==> config.mk <==
export PLATFORM = sky130hd
export DESIGN_NAME = bist_response_analyzer
export DESIGN_NICKNAME = d
export VERILOG_FILES = /design/src/rtl/bist_response_analyzer.sv
export SDC_FILE = /design/constraint.sdc
export NUM_CORES = 1
export LEC_CHECK = 0
export ABC_AREA = 0
export CAP_MARGIN = 20
export CORE_MARGIN = 2
export CORE_UTILIZATION = 53
export CTS_CLUSTER_DIAMETER = 100
export DETAILED_ROUTE_END_ITERATION = 12
export PLACE_DENSITY = 0.78
export SKIP_CTS_REPAIR_TIMING = 1
export SYNTH_ARGS = -nofsm -noshare
export SYNTH_HDL_FRONTEND = slang
export SYNTH_SLANG_ARGS = --single-unit
==> constraint.sdc <==
create_clock -name clk_i -period 2.1 [get_ports clk_i]
set_input_delay 0.315 -clock clk_i [delete_from_list [all_inputs] [get_ports clk_i]]
set_output_delay 0.315 -clock clk_i [all_outputs]
set_load 0.02 [all_outputs]
==> src/rtl/bist_response_analyzer.sv <==
// bist_response_analyzer
//   Compacts CUT responses into an 8-bit MISR while the BIST controller
//   reports a run. At end of test it checks the signature, the vector
//   count and the group count, and reports PASS or FAIL.
//
//   State   | meaning
//   --------+---------------------------------------------------------
//   IDLE    | waiting for RUNNING; captures and group slots still count
//   COMPACT | run in progress, compacting responses
//   COMPARE | one-cycle check of signature and counts
//   DONE    | result held until the controller starts a new run
//
// Ports
//   clk_i        sole clock, rising edge
//   rst_i        asynchronous active-high reset
//   running_i    controller test-in-progress flag
//   out_i        1 = valid vector cycle, 0 = group-boundary slot
//   bist_end_i   controller end-of-test flag
//   cut_resp_i   CUT response, sampled on capture cycles
//   signature_o  current MISR contents
//   busy_o       high in COMPACT and COMPARE
//   done_o       high in DONE
//   pass_o       result valid and correct
//   fail_o       result valid and incorrect (or run aborted)
//   aborted_o    RUNNING fell before BIST_END
module bist_response_analyzer #(
  parameter int             W      = 8,
  parameter logic [W-1:0]   POLY   = 'h1D,
  parameter logic [W-1:0]   SEED   = '0,
  parameter logic [W-1:0]   GOLDEN = '0,
  parameter int             N      = 9,
  parameter int             M      = 8
) (
  input  logic         clk_i,
  input  logic         rst_i,
  input  logic         running_i,
  input  logic         out_i,
  input  logic         bist_end_i,
  input  logic [W-1:0] cut_resp_i,
  output logic [W-1:0] signature_o,
  output logic         busy_o,
  output logic         done_o,
  output logic         pass_o,
  output logic         fail_o,
  output logic         aborted_o
);

  localparam logic [7:0] VEC_EXP = 8'(N * M);
  localparam logic [3:0] GRP_EXP = 4'(M);

  typedef enum logic [1:0] {
    S_IDLE    = 2'd0,
    S_COMPACT = 2'd1,
    S_COMPARE = 2'd2,
    S_DONE    = 2'd3
  } state_t;

  state_t       state_q;
  logic [W-1:0] misr_q;
  logic [W-1:0] misr_d;
  logic [7:0]   vec_q;
  logic [3:0]   grp_q;
  logic         pass_q;
  logic         fail_q;
  logic         aborted_q;

  logic capture;
  logic boundary;
  logic match;

  // BIST_END masks both capture and group counting on the cycle it is seen.
  assign capture  = running_i && out_i && !bist_end_i;
  assign boundary = running_i && !out_i && !bist_end_i;

  // Galois-style shift with polynomial feedback, then fold in the response.
  assign misr_d = {misr_q[W-2:0], 1'b0} ^ (misr_q[W-1] ? POLY : '0) ^ cut_resp_i;

  assign match = (misr_q == GOLDEN) && (vec_q == VEC_EXP) && (grp_q == GRP_EXP);

  always_ff @(posedge clk_i or posedge rst_i) begin
    if (rst_i) begin
      state_q   <= S_IDLE;
      misr_q    <= SEED;
      vec_q     <= '0;
      grp_q     <= '0;
      pass_q    <= 1'b0;
      fail_q    <= 1'b0;
      aborted_q <= 1'b0;
    end else begin
      case (state_q)
        S_IDLE: begin
          if (capture) begin
            misr_q <= misr_d;
            if (vec_q != 8'hFF) vec_q <= vec_q + 8'd1;
          end
          if (boundary && (grp_q != 4'hF)) grp_q <= grp_q + 4'd1;
          if (running_i) state_q <= S_COMPACT;
        end

        S_COMPACT: begin
          if (bist_end_i) begin
            state_q <= S_COMPARE;
          end else if (!running_i) begin
            state_q   <= S_DONE;
            aborted_q <= 1'b1;
            fail_q    <= 1'b1;
            pass_q    <= 1'b0;
          end else begin
            if (capture) begin
              misr_q <= misr_d;
              if (vec_q != 8'hFF) vec_q <= vec_q + 8'd1;
            end
            if (boundary && (grp_q != 4'hF)) grp_q <= grp_q + 4'd1;
          end
        end

        S_COMPARE: begin
          pass_q  <= match;
          fail_q  <= !match;
          state_q <= S_DONE;
        end

        S_DONE: begin
          // Restart cycle reloads the seed and does not capture.
          if (running_i && !bist_end_i) begin
            state_q   <= S_IDLE;
            misr_q    <= SEED;
            vec_q     <= '0;
            grp_q     <= '0;
            pass_q    <= 1'b0;
            fail_q    <= 1'b0;
            aborted_q <= 1'b0;
          end
        end

        default: state_q <= S_IDLE;
      endcase
    end
  end

  assign signature_o = misr_q;
  assign busy_o      = (state_q == S_COMPACT) || (state_q == S_COMPARE);
  assign done_o      = (state_q == S_DONE);
  assign pass_o      = pass_q;
  assign fail_o      = fail_q;
  assign aborted_o   = aborted_q;

endmodule

# Word level (Yosys, flattened, before mapping)
# Cells that the tools add are included.
totals:
  regBits: 25
  output_inout_bits: 13
  elab_cells: 74
op_classes:
  n_addsub: 2
  n_eq_ne: 13
  mux: 29
  bitwise_logic: 2
  reduce_logical: 21
ops:
  columns: ["op", "n"]
  rows:
  - ["$mux 8", 8]
  - ["$pmux 8 s3", 2]
  - ["$mux 4", 4]
  - ["$pmux 4 s3", 1]
  - ["$reduce_and 4->1", 3]
  - ["$add 8x1->8 const B", 1]
  - ["$eq 8x7->1 const B", 1]
  - ["$logic_and 1x1->1", 8]
  - ["$logic_not 8->1", 1]
  - ["$mux 2", 4]
  - ["$ne 2x2->1 const B", 4]
  - ["$ne 8x8->1 const B", 1]
  - ["$pmux 2 s4", 1]
  - ["$xor 8x5->8", 1]
  - ["$xor 8x8->8", 1]
  - ["$pmux 1 s3", 2]
  - ["$reduce_bool 3->1", 2]
  - ["$mux 1", 5]
  - ["$mux 5", 1]
  - ["$add 4x1->4 const B", 1]
  - ["$eq 2x2->1 const B", 2]
  - ["$eq 4x4->1 const B", 1]
  - ["$ne 4x4->1 const B", 1]
  - ["$logic_not 1->1", 3]
  - ["8 further kinds", 8]

# Depth between registers and ports, before layout
logic_depth:
  depth_word: 8
  ltp_mapped: 7

# Least setup slack after synthesis
# Ideal clock, no wire load.
synth_path:
  path_type: "register -> register"
  from: "register state_q[1]"
  to: "register misr_q[0] (netlist: signature_o[0])"
  setup_ps: 125
  t_arrival_ps: 1897
  slack_ps: 78
  stages_incl_launch_ff: 7
  path_buffers: 1
  synth_period_minus_slack_ps: 2022
  cell_sequence: "dfrtp_1 ha_1 buf_2 nor2_1 o211ai_4 a21boi_4 mux2_2"
synth_via:
  elab_chain_len: 3
  elab_cells_between_ends: 9
  classes_between: "5 x eq/ne; 1 x mux; 3 x reduce/logical"
synth_rtl:
  columns: ["item", "line_no", "rtl"]
  rows:
  - ["start, declared", "58", "state_t state_q;"]
  - ["start signal, assigned", "82", "state_q <= S_IDLE;"]
  - ["start signal, assigned", "97", "if (running_i) state_q <= S_COMPACT;"]
  - ["start signal, assigned", "102", "state_q <= S_COMPARE;"]
  - ["$eq 2x2->1 (*)", null, null]
  - ["net done_o", "42", "output logic done_o,"]
  - ["$ne 2x1->1 (no source line) or $reduce_bool 3->1 (tied branches)", null, null]
  - ["$reduce_and 4->1 (no source line)", null, null]
  - ["end signal, assigned", "93", "misr_q <= misr_d;"]
  - ["end signal, assigned", "110", "misr_q <= misr_d;"]
  - ["end, declared", "59", "logic [W-1:0] misr_q;"]
# The timed path passes the listed nets; every way through them passes the cells marked *.
# A chain may end at the register's enable or synchronous reset.

# Worst setup path after layout
layout_path:
  from: "register state_q[1]"
  to: "output port done_o"
layout_via:
  elab_chain_len: 1
layout_rtl:
  columns: ["item", "line_no", "rtl"]
  rows:
  - ["$eq 2x2->1", "143", "assign done_o = (state_q == S_DONE);"]
  - ["end, declared", "42", null]
# Every way passes these cells.

==> flow_summary.toml <==
[logic_synthesis]
synth_fp_nets = 188
syn_area_um2 = 1640
ys_warn_count = 0
synth.avg_cell_area_um2 = 9.86
ys_seq_area_share_pct = 38.2
synthArstFlopShare_pct = 100
yosys_most_used_dff = "dfrtp_1"
yosys.area.top_type_share_pct = 38.2
synth-seq-cells = 25
synthCells = 166
synth_area_leader_cell = "dfrtp_1"
synthDistinctLibCells = 47
yosys-top-cells-area = "dfrtp_1, mux2_2, ha_1, xnor2_1, nor2_1"
synth_edf_count = 0

[sta]
fin_ws_ns = 0.114
period_minus_slack_ns = 1.99
finalCritPeriodShare_pct = 94.6
worstMarginPinSlew_ns = 0.451
rsz0062_at_grt = "no"
tns_ns = 0
clock_skew_ns = 0.00746
relSlewSlack_pct = 69.8
fmax_mhz = 504
hold_viol_final = 0
slew_violations = 0
setup_viol = 0

[finish]
regArea_um2 = 628
multi_input_area_um2 = 940
drive_gt1_share_pct = 17.0
nets = 223
fillers = 236
num_antenna_cells = 0
area_growth_pct = 23.0
layout.cells.non_filler = 233

[pwr]
powerDensity_nw_per_um2 = 1360
power_w = 0.00274
irDropWorstVdd_mv = 0.647
cellLeakagePower_nw = 0.889

[routing]
first_pass_iters = 5
ant_nets = 0
first_iter_violations = 101
via_per_inst = 5.90
wl_per_cell_um = 15.6
drc = 0
vias = 1375
drt-total-wl_um = 3640

[setup_path]
crit_type = "reg2out"
r2r_end = "vec_q[6]"
required_ns = 1.78
reg2reg_from = "state_q[1]"
worstPathArrival_ns = 1.67
critPathLaunchType = "flip-flop"
reg2reg_depth = 7
crit_path_end_kind = "output pin"
rrSetupSlack_ns = 0.14
cp_max_fo = 6

[clocking]
clk_pin_slew_worst_paths_ns = 0.14
htreeDepth = 1
clk_latency_ns = 0.32
root_buffer = "clkbuf_4"
cts_tree = "built"
cts.path.max_buffers = 2
cts_buffers = 3
cts.sinks = 25

[die]
ioPinCount = 26
row_count = 20
fp.dieH_um = 59.6
core_area_um2 = 3000
die-area_um2 = 3550
die_w_um = 59.6
start_util_pct = 54.5

[placed_design]
routabilityCongestion = 0.883
place_hpwl_um = 2760
dpl.cell_count = 228
port_buffers = 25
place_ws_ns = 0.0247

[global_route]
grt_pass1_vias = 1397
antenna_found_initial = 0
grt_pass1_wl_um = 6180
grt_start_max_net_pins = 26
grt_overflow = 0
track_usage_pct = 23.1

[worst_hold_path]
hold_path.class = "in2async"

[job]
cap_violations = 0

[outcome]
outcome = "finished, final reports clean"
[power breakdown]
group          switching [W]  internal, W  total [W]
sequential          0.000256     0.000668   0.000924
clock               0.000146    0.0000714   0.000218
combinational       0.000796     0.000806    0.00160
[worst max-delay path, cell delays in order, from the launching register on]
cell and delay, ns:
dfrtp_2 0.45, ha_1 0.27, clkdlybuf4s50_1 0.64
[Yosys cell counts, types with 2 or more instances]
cell type and count:
buf_2 3, dfrtp_1 25, nand3_1 6, inv_1 13, xor2_1 3, o21ai_0 7
and2_1 3, a21o_1 2, xnor2_1 9, mux2_2 11, o21a_1 2, o32ai_1 2
clkbuf_1 2, a31oi_1 3, nor3b_1 2, o2bb2ai_1 2, nand2b_1 2, a21oi_1 5
nor2_1 15, nand2_1 7, nor3_1 5, nand4_1 4, ha_1 9
[sequential cells by signal (all words and copies together), names as in the netlist]
signal,flops
pass_o,1
grp_q,4
aborted_o,1
state_q,2
fail_o,1
vec_q,8
signature_o,8
[area by class of cell]
class	count	share of cell area, %
well taps	33	2.05
repair buffers	35	16.3
clock buffers	3	1.12
clock inverters	1	0.249
multi-input cells	123	46.7
flip-flops and latches	25	31.2
inverters	13	2.42
[cell usage in the layout, fill, tap and decap left out, types with 2 or more instances in the layout]
master and instances:
clkdlybuf4s50_1 24, dfrtp_1 23, nor2_1 15, inv_1 13, mux2_2 11, buf_4 10
xnor2_1 9, ha_1 9, nand2_1 7, o21ai_0 7, nand3_1 6, nor3_1 5
a21oi_1 5, nand4_1 4, and2_1 3, xor2_1 3, a31oi_1 3, clkbuf_4 3
nand2b_1 2, nor3b_1 2, o2bb2ai_1 2, o32ai_1 2, a21o_1 2, o21a_1 2
dfrtp_2 2
[routing by layer]
metal / vias to the layer above / track usage [%] / wire length [um]
met5: - / 0 / 0
li1: 668 / - / -
met1: 675 / 29.1 / 1630
met4: 0 / 9.21 / 45
met2: 28 / 39.7 / 1850
met3: 4 / 3.49 / 114
[cells by family after synthesis]
family | share of synthesized area (%)
and+or+nand+nor | 19.0
AOI/OAI and AO/OA | 17.6
DFF | 38.2
buffers and inverters | 4.36
xor gates and xnor gates | 6.42
muxes | 7.57
adders and majority gates | 6.88
[metrics by stage]
stage	hold WS, ns	instance area [um2]	utilization (%)
finish	0.315	2010	67.0
global route	0.348	2010	67.0
CTS	0.326	2000	66.6
detailed placement	0.500	1970	65.7
global placement	0.495	1970	65.7
floorplan	0.342	1640	-
[worst max path at each step]
stage                     from              to  slack [ns]  cells after the start
floorplan           state_q[1]  signature_o[0]        0.08                      6
global placement     running_i  signature_o[5]        0.07                      5
detailed placement   running_i  signature_o[3]        0.02                      5
CTS                 state_q[1]          busy_o       -0.13                      3
global route        state_q[1]          done_o        0.02                      2
finish              state_q[1]          done_o        0.11                      2
(Power assumes the default switching activity.)
